==> src/rtl/mem_arbiter.sv <==
// Two-master arbiter sharing one single-outstanding bus between instruction fetch (IF)
// and load/store (MEM); MEM has priority, and IF is forced through after two lost grants.
module mem_arbiter #(
  parameter int ADDR_W = 32,
  parameter int DATA_W = 32
) (
  input  logic                clk,
  input  logic                rst,
  input  logic                flush,
  input  logic                if_req,
  input  logic [ADDR_W-1:0]   if_addr,
  output logic [DATA_W-1:0]   if_rdata,
  output logic                if_ready,
  input  logic                mem_req,
  input  logic                mem_we,
  input  logic [DATA_W/8-1:0] mem_sel,
  input  logic [ADDR_W-1:0]   mem_addr,
  input  logic [DATA_W-1:0]   mem_wdata,
  output logic [DATA_W-1:0]   mem_rdata,
  output logic                mem_ready,
  output logic                bus_cyc,
  output logic                bus_stb,
  output logic                bus_we,
  output logic [DATA_W/8-1:0] bus_sel,
  output logic [ADDR_W-1:0]   bus_addr,
  output logic [DATA_W-1:0]   bus_wdata,
  input  logic [DATA_W-1:0]   bus_rdata,
  input  logic                bus_ack,
  output logic                stallreq_if,
  output logic                stallreq_mem,
  output logic [1:0]          dbg_state
);

  // Handshake: a requester holds *_req and its payload until the matching *_ready
  // pulse; the bus request is held stable from bus_cyc rise until the bus_ack cycle.
  typedef enum logic [1:0] {
    IDLE     = 2'd0,
    BUSY_IF  = 2'd1,
    BUSY_MEM = 2'd2,
    RESP     = 2'd3
  } state_t;

  localparam logic OWN_IF  = 1'b0;
  localparam logic OWN_MEM = 1'b1;

  state_t     state_q, state_d;
  logic       owner_q;
  logic       discard_q, discard_d;
  logic [1:0] loss_q, loss_d;
  logic       grant_if, grant_mem, capture;

  always_comb begin
    state_d   = state_q;
    discard_d = discard_q;
    loss_d    = loss_q;
    grant_if  = 1'b0;
    grant_mem = 1'b0;
    capture   = 1'b0;
    unique case (state_q)
      IDLE: begin
        discard_d = 1'b0;
        if (!flush) begin
          if (if_req && (loss_q == 2'd2 || !mem_req)) grant_if = 1'b1;
          else if (mem_req)                             grant_mem = 1'b1;
        end
        if (grant_if) begin
          state_d = BUSY_IF;
          loss_d  = 2'd0;
        end else if (grant_mem) begin
          state_d = BUSY_MEM;
          if (if_req && loss_q != 2'd2) loss_d = loss_q + 2'd1;
        end
      end
      BUSY_IF, BUSY_MEM: begin
        // A flushed transfer still runs to its ack; only the ready pulse is dropped.
        if (flush) discard_d = 1'b1;
        if (bus_ack && bus_cyc) begin
          capture = 1'b1;
          state_d = RESP;
        end
      end
      RESP: begin
        state_d   = IDLE;
        discard_d = 1'b0;
      end
    endcase
  end

  always_ff @(posedge clk or negedge rst) begin
    if (!rst) begin
      state_q   <= IDLE;
      owner_q   <= OWN_IF;
      discard_q <= 1'b0;
      loss_q    <= 2'd0;
    end else begin
      state_q   <= state_d;
      discard_q <= discard_d;
      loss_q    <= loss_d;
      if (grant_if)       owner_q <= OWN_IF;
      else if (grant_mem) owner_q <= OWN_MEM;
    end
  end

  always_ff @(posedge clk or negedge rst) begin
    if (!rst) begin
      bus_cyc   <= 1'b0;
      bus_stb   <= 1'b0;
      bus_we    <= 1'b0;
      bus_sel   <= '0;
      bus_addr  <= '0;
      bus_wdata <= '0;
      if_rdata  <= '0;
      mem_rdata <= '0;
    end else begin
      if (grant_if) begin
        bus_cyc   <= 1'b1;
        bus_stb   <= 1'b1;
        bus_we    <= 1'b0;
        bus_sel   <= '1;
        bus_addr  <= if_addr;
        bus_wdata <= '0;
      end else if (grant_mem) begin
        bus_cyc   <= 1'b1;
        bus_stb   <= 1'b1;
        bus_we    <= mem_we;
        bus_sel   <= mem_sel;
        bus_addr  <= mem_addr;
        bus_wdata <= mem_wdata;
      end
      if (capture) begin
        bus_cyc <= 1'b0;
        bus_stb <= 1'b0;
        if (owner_q == OWN_MEM) mem_rdata <= bus_rdata;
        else                    if_rdata  <= bus_rdata;
      end
    end
  end

  assign if_ready  = (state_q == RESP) && (owner_q == OWN_IF)  && !discard_q && !flush;
  assign mem_ready = (state_q == RESP) && (owner_q == OWN_MEM) && !discard_q && !flush;

  // Gated by rst so every output reads 0 while reset is held.
  assign stallreq_if  = rst & if_req  & ~if_ready;
  assign stallreq_mem = rst & mem_req & ~mem_ready;
  assign dbg_state    = state_q;

endmodule

==> config.mk <==
export PLATFORM = sky130hd
export DESIGN_NAME = mem_arbiter
export DESIGN_NICKNAME = d
export VERILOG_FILES = /design/src/rtl/mem_arbiter.sv
export SDC_FILE = /design/constraint.sdc
export NUM_CORES = 1
export LEC_CHECK = 0
export ABC_CLOCK_PERIOD_IN_PS = 3800
export BUFFER_PORTS_ARGS = -buffer_cell sky130_fd_sc_hd__buf_2
export CORE_MARGIN = 1.5
export CORE_UTILIZATION = 50
export CTS_CLUSTER_DIAMETER = 200
export DETAILED_ROUTE_END_ITERATION = 7
export PLACE_DENSITY = 0.89
export SKIP_CTS_REPAIR_TIMING = 1
export SLEW_MARGIN = 25
export SYNTH_ARGS = -nofsm -noshare
export SYNTH_HDL_FRONTEND = slang
export SYNTH_SLANG_ARGS = --single-unit
==> constraint.sdc <==
create_clock -name clk -period 3.8 [get_ports clk]
set_input_delay 0.19 -clock clk [delete_from_list [all_inputs] [get_ports clk]]
set_output_delay 0.19 -clock clk [all_outputs]
set_load 0.05 [all_outputs]
==> flow_metrics.env, run 1 <==
export IMPL_die_w_um=112.1
export IMPL_ioPinCount=280
export IMPL_cts_buffers=17
export IMPL_post_route_drc_count=20
export IMPL_final_setup_tns_ns=0
export IMPL_grt_usage_pct=26.22
export IMPL_synth_seq_area_share_pct=58.87
export IMPL_combPwrFrac_pct=53.5
export IMPL_clockPowerShare_pct=17.6
export IMPL_grt_max_degree=77
export IMPL_cts_root_buf="clkbuf_16"
export IMPL_chipHeight_um=112.1
export IMPL_max_stage_delay_ns=0.79
export IMPL_grt_pass1_wl_mm=25.63
export IMPL_gp_congestion=0.8277
export IMPL_yosysTopAreaCellShare_pct=58.87
export IMPL_cts_sinks=140
export IMPL_worst_hold_path_type="primary input to flip-flop"
export IMPL_clkLatencyLatePin_ns=0.41
export IMPL_place_area_sq_um=7386
export IMPL_finClkSkew_ns=0.007442
export IMPL_worst_path_max_fanout=32
export IMPL_drtPass1Iterations=7
export IMPL_cts_tree="built"
export IMPL_multiInputGateArea_sq_um=2121
export IMPL_drtIter0Drc=481
export IMPL_drv_slew=0
export IMPL_ys_ff_latch=140
export IMPL_overflow=0
export IMPL_maxCapViolCount=0
export IMPL_power_share_switching_pct=49.96
export IMPL_ant_nets=0
export IMPL_ys_types=37
export IMPL_clock_path_buffers=2
export IMPL_ir_drop_mv=0.5549
export IMPL_pwr_share_seq_pct=28.9
export IMPL_layout_drive_gt1_share_pct=50.33
export IMPL_synth_area_top_cells="dfrtp_1 (59%), mux2_4 (5.0%), a22o_1 (4.9%)"
export IMPL_start_util_pct=51.67
export IMPL_grt_pass1_vias=5082
export IMPL_p_sw_mw=4.595
export IMPL_synth_most_common_cell="dfrtp_1"
export IMPL_drt_wl_total_mm=16.55
export IMPL_seq_area_sq_um=3503
export IMPL_cp_slowest_cell="or2_2"
export IMPL_area_delta_synth_final_pct=36.80
export IMPL_setup_viol=0
export IMPL_avgSynthCellArea_sq_um=13.22
export IMPL_core_area_sq_um=11520
export IMPL_hold_viol=0
export IMPL_startpoint_type="flip-flop"
export IMPL_crit_chain="inv_1 -> ha_1 -> nand3_1 -> or2_2 -> mux2_1"
export IMPL_p_leak_nw=4.209
export IMPL_synthTopCellsByCount="dfrtp_1 (140), inv_1 (37), nand3_1 (34), a22o_1 (33), o21ai_0 (32)"
export IMPL_finalNetCount=877
export IMPL_die_area_sq_um=12570
export IMPL_antenna_found_initial=2
export IMPL_internal_power_mw=4.603
export IMPL_rsz0062_at_grt="false"
export IMPL_netlist_instances=450
export IMPL_tightest_slew_ns=1.006
export IMPL_p_per_area_nw_per_um2=1130
export IMPL_status="complete, but fails checks"
export IMPL_diodes=0
export IMPL_synth_main_ff_cell="dfrtp_1"
export IMPL_fmax_mhz=437.8
export IMPL_place_hpwl_mm=11.51
export IMPL_synthArstFlopShare_pct=100.0
export IMPL_min_period_ns=2.284
export IMPL_critPathKind="flip-flop to flip-flop"
export IMPL_cp_end_kind="flip-flop"
export IMPL_slew_headroom_pct=32.90
export IMPL_routedWlPerCell_um=18.59
export IMPL_vias=4946
export IMPL_rows=39
export IMPL_cts_reportedPaths_clkPinSlew_ns=0.06
export IMPL_post_route_period_util_pct=60.11
export IMPL_io_buffers=279
export IMPL_fin_area_sq_um=8140
export IMPL_htreeDepth=4
export IMPL_viasPerCell=5.557
export IMPL_violations="DRC"
export IMPL_ys_warn_count=0
export IMPL_synth_edf_count=0
export IMPL_yosys_area_top_type="dfrtp_1"
export IMPL_synth_area_sq_um=5951
export IMPL_fillers=787
export IMPL_required_ns=4.08
export IMPL_arrival_ns=2.56
export IMPL_syn_num_nets=592
per-layer routing:
| metal | part of all wire [%] | global-route usage, % | vias to the layer above |
|---|---|---|---|
| li1 | - | - | 2207 |
| met1 | 37 | 29.31 | 2441 |
| met2 | 53 | 47.12 | 252 |
| met3 | 7.5 | 7.451 | 42 |
| met4 | 2.4 | 10.89 | 4 |
| met5 | 0.20 | 0 | - |
layout make-up:
type,instances,share of cell area (%)
sequential,140,43.04
multi-input combinational,237,26.05
timing repair buffer,302,19.87
clock buffer,25,6.087
tap,143,2.198
inverter,37,1.706
clock inverter,6,1.045
power groups by stage:
stage / logic [mW] / registers [mW] / clock network (mW)
after floorplan: 1.30 / 5.07 / 0
after global placement: 4.79 / 2.60 / 0
after detailed placement: 4.92 / 2.65 / 0
after CTS: 4.93 / 2.64 / 1.64
after global routing: 5.12 / 2.72 / 1.71
final: 4.92 / 2.66 / 1.62
critical path, delay by kind of cell (launching register included):
| family | cells | cell delay (ns) |
|---|---|---|
| muxes | 1 | 0.42 |
| and+or+nand+nor | 2 | 0.90 |
| DFF | 1 | 0.40 |
| buffers and inverters | 1 | 0.06 |
| adders and majority gates | 1 | 0.37 |
metrics by stage:
step           std cells  hold slack [ns]  utilization, %  total power, mW  worst slack, ns
3_5_place_dp         842           0.2566           64.14            7.565            1.442
2_1_floorplan        450          -0.1056               -            6.378            1.670
5_1_grt              890         0.001280           70.69            9.553            1.433
6_report             890         0.001938           70.69            9.199            1.516
3_3_place_gp         842           0.2335           64.14            7.393            1.590
4_1_cts              873          -0.1795           69.18            9.208            1.418
worst paths after layout:
check | startpoint | to | slack (ns) | depth (start not counted)
max | dbg_state[0] | if_rdata[24] | 1.52 | 5
max in group asynchronous | rst | if_rdata[0] | 2.09 | 3
min in group asynchronous | rst | mem_rdata[15] | 0.37 | 2
min reg2reg | loss_q[1] | loss_q[1] | 0.49 | 2
min | mem_wdata[21] | bus_wdata[21] | 0.002 | 2
max reg2reg | dbg_state[0] | if_rdata[24] | 1.52 | 5
cells in the final DEF, fill, tap and decap left out, drive strengths merged:
cell type,instances
a21o,1
a22o,33
a22oi,1
a31oi,1
and2,2
and3,2
and3b,1
buf,285
bufinv,2
clkbuf,25
clkinv,2
clkinvlp,2
dfrtp,140
dlygate4sd3,17
ha,3
inv,37
mux2,64
nand2,5
nand2b,2
nand3,34
nand3b,1
nand4,1
nor2,5
nor2b,2
o211a,1
o21a,2
o21ai,34
o21bai,1
o22a,5
o311ai,32
o31ai,1
o32a,1
or2,1
or3,1
flip-flops by register name (all words and copies together) (netlist names):
signal,flops
bus_addr,32
bus_wdata,32
if_rdata,32
mem_rdata,32
bus_sel,4
dbg_state,2
loss_q,2
bus_stb,1
bus_we,1
discard_q,1
owner_q,1
kinds of logic (layout without fill, tap and decap cells):
family,Yosys count,count (layout),share of synthesized area (%)
flip-flops,140,140,58.87
adder cells (fa/ha/maj),3,3,0.6308
AO/OA/AOI/OAI,113,113,16.38
multiplexers,64,64,13.37
AND/OR/NAND/NOR,57,57,4.962
buffers and inverters,73,370,5.782
No activity file was read; power rests on OpenSTA's default activity.
==> inputs of run 2 (changes only) <==
--- a/config.mk
+++ b/config.mk
@@ -5,13 +5,13 @@
 export SDC_FILE = /design/constraint.sdc
 export NUM_CORES = 1
 export LEC_CHECK = 0
-export ABC_CLOCK_PERIOD_IN_PS = 3800
+export ABC_CLOCK_PERIOD_IN_PS = 2200
 export BUFFER_PORTS_ARGS = -buffer_cell sky130_fd_sc_hd__buf_2
 export CORE_MARGIN = 1.5
-export CORE_UTILIZATION = 50
+export CORE_UTILIZATION = 47
 export CTS_CLUSTER_DIAMETER = 200
 export DETAILED_ROUTE_END_ITERATION = 7
-export PLACE_DENSITY = 0.89
+export PLACE_DENSITY = 0.85
 export SKIP_CTS_REPAIR_TIMING = 1
 export SLEW_MARGIN = 25
 export SYNTH_ARGS = -nofsm -noshare
==> constraint.sdc (replaced) <==
create_clock -name clk -period 2.2 [get_ports clk]
set_input_delay 0.11 -clock clk [delete_from_list [all_inputs] [get_ports clk]]
set_output_delay 0.11 -clock clk [all_outputs]
set_load 0.05 [all_outputs]
==> flow_metrics.env, run 2 (synthesized netlist as in run 1, its figures left out) <==
export IMPL_area_delta_synth_final_pct=54.31
export IMPL_place_hpwl_mm=11.64
export IMPL_final_setup_tns_ns=0
export IMPL_required_ns=2.49
export IMPL_vias=5530
export IMPL_gp_congestion=0.7878
export IMPL_routedWlPerCell_um=20.01
export IMPL_chipHeight_um=115.5
export IMPL_fin_area_sq_um=9183
export IMPL_hold_viol=6
export IMPL_place_area_sq_um=7490
export IMPL_p_per_area_nw_per_um2=1788
export IMPL_cp_end_kind="flip-flop"
export IMPL_core_area_sq_um=12160
export IMPL_drt_wl_total_mm=20.25
export IMPL_grt_pass1_vias=4857
export IMPL_start_util_pct=48.93
export IMPL_holdWs_ns=-0.02286
export IMPL_post_route_drc_count=0
export IMPL_min_period_ns=1.994
export IMPL_ioPinCount=280
export IMPL_drtIter0Drc=412
export IMPL_finClkSkew_ns=0.007507
export IMPL_status="complete, but fails checks"
export IMPL_ir_drop_mv=0.9247
export IMPL_startpoint_type="flip-flop"
export IMPL_ant_nets=0
export IMPL_layout_drive_gt1_share_pct=45.25
export IMPL_cts_root_buf="clkbuf_16"
export IMPL_clkLatencyLatePin_ns=0.41
export IMPL_critPathKind="flip-flop to flip-flop"
export IMPL_grt_max_degree=141
export IMPL_finalNetCount=971
export IMPL_maxCapViolCount=0
export IMPL_cts_tree="built"
export IMPL_tightest_slew_ns=0.7309
export IMPL_mostFrequentLayoutCell="buf_2"
export IMPL_power_mw=16.42
export IMPL_rows=40
export IMPL_grt_pass1_wl_mm=24.73
export IMPL_viasPerCell=5.464
export IMPL_rsz0062_at_grt="false"
export IMPL_post_route_period_util_pct=90.62
export IMPL_io_buffers=279
export IMPL_worst_hold_path_type="primary input to flip-flop"
export IMPL_slew_headroom_pct=51.28
export IMPL_final_cell_mix="buf_2 (278), dfrtp_1 (140), dlygate4sd3_1 (108), inv_1 (37), nand3_1 (34)"
export IMPL_setup_viol=0
export IMPL_fmax_mhz=501.6
export IMPL_clock_path_buffers=2
export IMPL_die_w_um=115.5
export IMPL_drtPass1Iterations=5
export IMPL_fillers=728
export IMPL_violations="hold timing"
export IMPL_overflow=0
export IMPL_die_area_sq_um=13340
export IMPL_grt_usage_pct=23.93
export IMPL_p_leak_nw=4.642
export IMPL_arrival_ns=2.28
export IMPL_cts_sinks=140
export IMPL_utilization_pct=75.50
export IMPL_htreeDepth=4
export IMPL_antenna_found_initial=2
export IMPL_cts_buffers=17
export IMPL_drv_slew=0
export IMPL_worst_path_max_fanout=42
export IMPL_cts_reportedPaths_clkPinSlew_ns=0.06
==> run 2: cell count changes in the layout (fill, tap and decap cells not counted), moves of 2 or more <==
cell           change
clkbuf_8           -2
clkinv_4           +2
diode_2            +2
clkbuf_1           -3
dlygate4sd3_1     +91
clkinv_2           +4
buf_12             +4
==> run 2: through the flow <==
step	setup WS, ns	std cells	hold slack, ns
after detailed placement	0.2340	870	0.3139
after CTS	0.2512	902	-0.1270
after global routing	0.03541	1011	-0.003214
final	0.2064	1012	-0.02286
after floorplan	0.1114	450	-0.1856
after global placement	0.3826	870	0.2957
==> run 2: final timing paths <==
path / end / start / cells after the start / slack, ns
worst max-delay path: bus_addr[10] / dbg_state[0] / 6 / 0.21
worst min-delay path: bus_addr[22] / mem_addr[22] / 3 / -0.02
worst max register to register: bus_addr[10] / dbg_state[0] / 6 / 0.21
worst min register to register: mem_rdata[4] / mem_rdata[4] / 1 / 0.49
max in group asynchronous: bus_addr[17] / rst / 3 / 1.26
min in group asynchronous: if_rdata[17] / rst / 3 / 0.40
==> run 2: worst max-delay path, cell delays in order (launching register included) <==
cell,delay [ns]
dfrtp_1,0.41
inv_1,0.07
ha_1,0.24
nor2b_1,0.33
o21ai_4,0.10
buf_4,0.30
o311ai_1,0.40
==> run 2: report_power, final <==
group	switching, mW	total (mW)	leakage (nW)	internal, mW
registers	0.804	4.65	1.71	3.85
clock network	1.07	2.90	0.299	1.83
logic	6.38	8.86	2.63	2.48
total	8.26	16.4	4.64	8.16
==> run 2: final cells by class <==
type	instances	area (sq um)	area share [%]
sequential	140	3503	38.15
timing repair buffer	396	2601	28.33
multi-input combinational	237	2122	23.11
clock buffer	20	456.7	4.973
tap	168	210.2	2.289
clock inverter	12	145.1	1.581
inverter	37	138.9	1.512
antenna	2	5.005	0.05450
==> run 2: layer usage <==
| layer | global-route usage (%) | vias up | part of all wire, % |
|---|---|---|---|
| li1 | - | 2394 | - |
| met1 | 27.37 | 2714 | 36 |
| met2 | 42.60 | 336 | 52 |
| met3 | 6.851 | 86 | 7.6 |
| met4 | 8.889 | 0 | 4.2 |
| met5 | 0 | - | 0 |
==> inputs of run 3 (changes only) <==
==> constraint.sdc (replaced) <==
create_clock -name clk -period 2.2 [get_ports clk]
set_input_delay 0.22 -clock clk [delete_from_list [all_inputs] [get_ports clk]]
set_output_delay 0.22 -clock clk [all_outputs]
set_load 0.05 [all_outputs]
==> flow_metrics.env, run 3 (synthesized netlist as in run 1, its figures left out) <==
export IMPL_cp_num_cells=6
export IMPL_fillers=900
export IMPL_grt_max_degree=141
export IMPL_critPathBufInv=2
export IMPL_routedWlPerCell_um=17.79
export IMPL_max_stage_delay_ns=0.41
export IMPL_cts_root_buf="clkbuf_16"
export IMPL_fmax_mhz=509.3
export IMPL_grt_usage_pct=23.52
export IMPL_p_leak_nw=4.202
export IMPL_finalNetCount=863
export IMPL_gp_congestion=0.7939
export IMPL_io_buffers=279
export IMPL_ioPinCount=280
export IMPL_place_hpwl_mm=11.62
export IMPL_p_per_area_nw_per_um2=1984
export IMPL_vias=4848
export IMPL_overflow=0
export IMPL_tightest_slew_ns=0.7402
export IMPL_rows=40
export IMPL_worst_hold_path_type="primary input to asynchronous set/reset pin"
export IMPL_htreeDepth=4
export IMPL_maxCapViolCount=0
export IMPL_finClkSkew_ns=0.007163
export IMPL_cp_endpoint="bus_addr[10]"
export IMPL_multiInputGateArea_sq_um=2122
export IMPL_mostFrequentLayoutCell="buf_2"
export IMPL_grt_pass1_wl_mm=24.28
export IMPL_cp_end_kind="flip-flop"
export IMPL_antenna_found_initial=1
export IMPL_clkLatencyLatePin_ns=0.41
export IMPL_cts_reportedPaths_clkPinSlew_ns=0.06
export IMPL_start_util_pct=48.93
export IMPL_area_delta_synth_final_pct=36.84
export IMPL_hold_viol=89
export IMPL_violations="hold timing"
export IMPL_drv_slew=0
export IMPL_post_route_drc_count=0
export IMPL_final_cell_mix="buf_2 (278), dfrtp_1 (140), inv_1 (37), nand3_1 (34), a22o_1 (33)"
export IMPL_cts_sinks=140
export IMPL_grt_pass1_vias=4849
export IMPL_ir_drop_mv=0.7463
export IMPL_post_route_period_util_pct=89.25
export IMPL_die_w_um=115.5
export IMPL_drtPass1Iterations=5
export IMPL_final_setup_tns_ns=0
export IMPL_startpoint_type="flip-flop"
export IMPL_seq_area_sq_um=3503
export IMPL_fin_area_sq_um=8143
export IMPL_setup_viol=0
export IMPL_holdWs_ns=-0.06283
export IMPL_cts_buffers=17
export IMPL_ant_nets=0
export IMPL_critPathKind="flip-flop to flip-flop"
export IMPL_drtIter0Drc=321
export IMPL_required_ns=2.49
export IMPL_rrSetupSlack_ns=0.24
export IMPL_layout_drive_gt1_share_pct=51.77
export IMPL_drt_wl_total_mm=16.06
export IMPL_clock_path_buffers=2
export IMPL_viasPerCell=5.369
export IMPL_critPathTopFamily="compound AO/OA/AOI/OAI gates"
export IMPL_status="complete, but fails checks"
export IMPL_cp_slowest_cell="dfrtp_1"
export IMPL_worst_path_max_fanout=42
export IMPL_chipHeight_um=115.5
export IMPL_core_area_sq_um=12160
export IMPL_crit_start="dbg_state[0]"
export IMPL_timing_rr_end="bus_addr[10]"
export IMPL_crit_chain="inv_1 -> ha_1 -> nor2b_1 -> o21ai_4 -> buf_4 -> o311ai_1"
export IMPL_cts_tree="built"
export IMPL_power_mw=16.16
export IMPL_arrival_ns=2.25
export IMPL_slew_headroom_pct=50.65
export IMPL_die_area_sq_um=13340
export IMPL_place_area_sq_um=7490
export IMPL_rsz0062_at_grt="false"
export IMPL_min_period_ns=1.964
export IMPL_r2r_cells=6
export IMPL_r2r_start="dbg_state[0]"
run 3: worst reg2reg max path, stage by stage, from the launching register on:
cell	delay (ns)
dfrtp_1	0.41
inv_1	0.09
ha_1	0.25
nor2b_1	0.33
o21ai_4	0.09
buf_4	0.30
o311ai_1	0.38
run 3: worst min-delay path by stage:
stage               start  cells after the start       endpoint
finish                rst                      2        bus_stb
global route          rst                      2  mem_rdata[31]
CTS                   rst                      2        bus_stb
detailed placement    rst                      2        bus_stb
global placement      rst                      2        owner_q
floorplan             rst                      0    bus_addr[0]
run 3: per-layer routing:
metal	vias to the layer above	share of wire, %	global-route usage, %
li1	2186	-	-
met1	2411	39	27.09
met2	216	51	41.07
met3	35	7.8	7.008
met4	0	2.2	9.547
met5	-	0	0
run 3: report_power, final:
part / internal [mW] / total [mW] / switching [mW]
Sequential: 3.84 / 4.56 / 0.718
Clock: 2.02 / 3.08 / 1.06
Combinational: 2.35 / 8.51 / 6.16
Total: 8.22 / 16.2 / 7.94
run 3: final cells by class:
class | instances | share of cell area [%]
sequential | 140 | 43.02
multi-input combinational | 237 | 26.06
timing repair buffer | 288 | 18.67
clock buffer | 23 | 5.993
tap | 168 | 2.581
clock inverter | 9 | 1.936
inverter | 37 | 1.706
antenna | 1 | 0.03073
run 3: through the flow:
stage / utilization (%) / worst slack, ns / cells
after global placement: 61.58 / 0.3400 / 870
after global routing: 66.93 / 0.09819 / 902
after detailed placement: 61.58 / 0.2389 / 870
final: 66.95 / 0.2365 / 903
after CTS: 66.89 / 0.2312 / 902
after floorplan: - / 0.03957 / 450
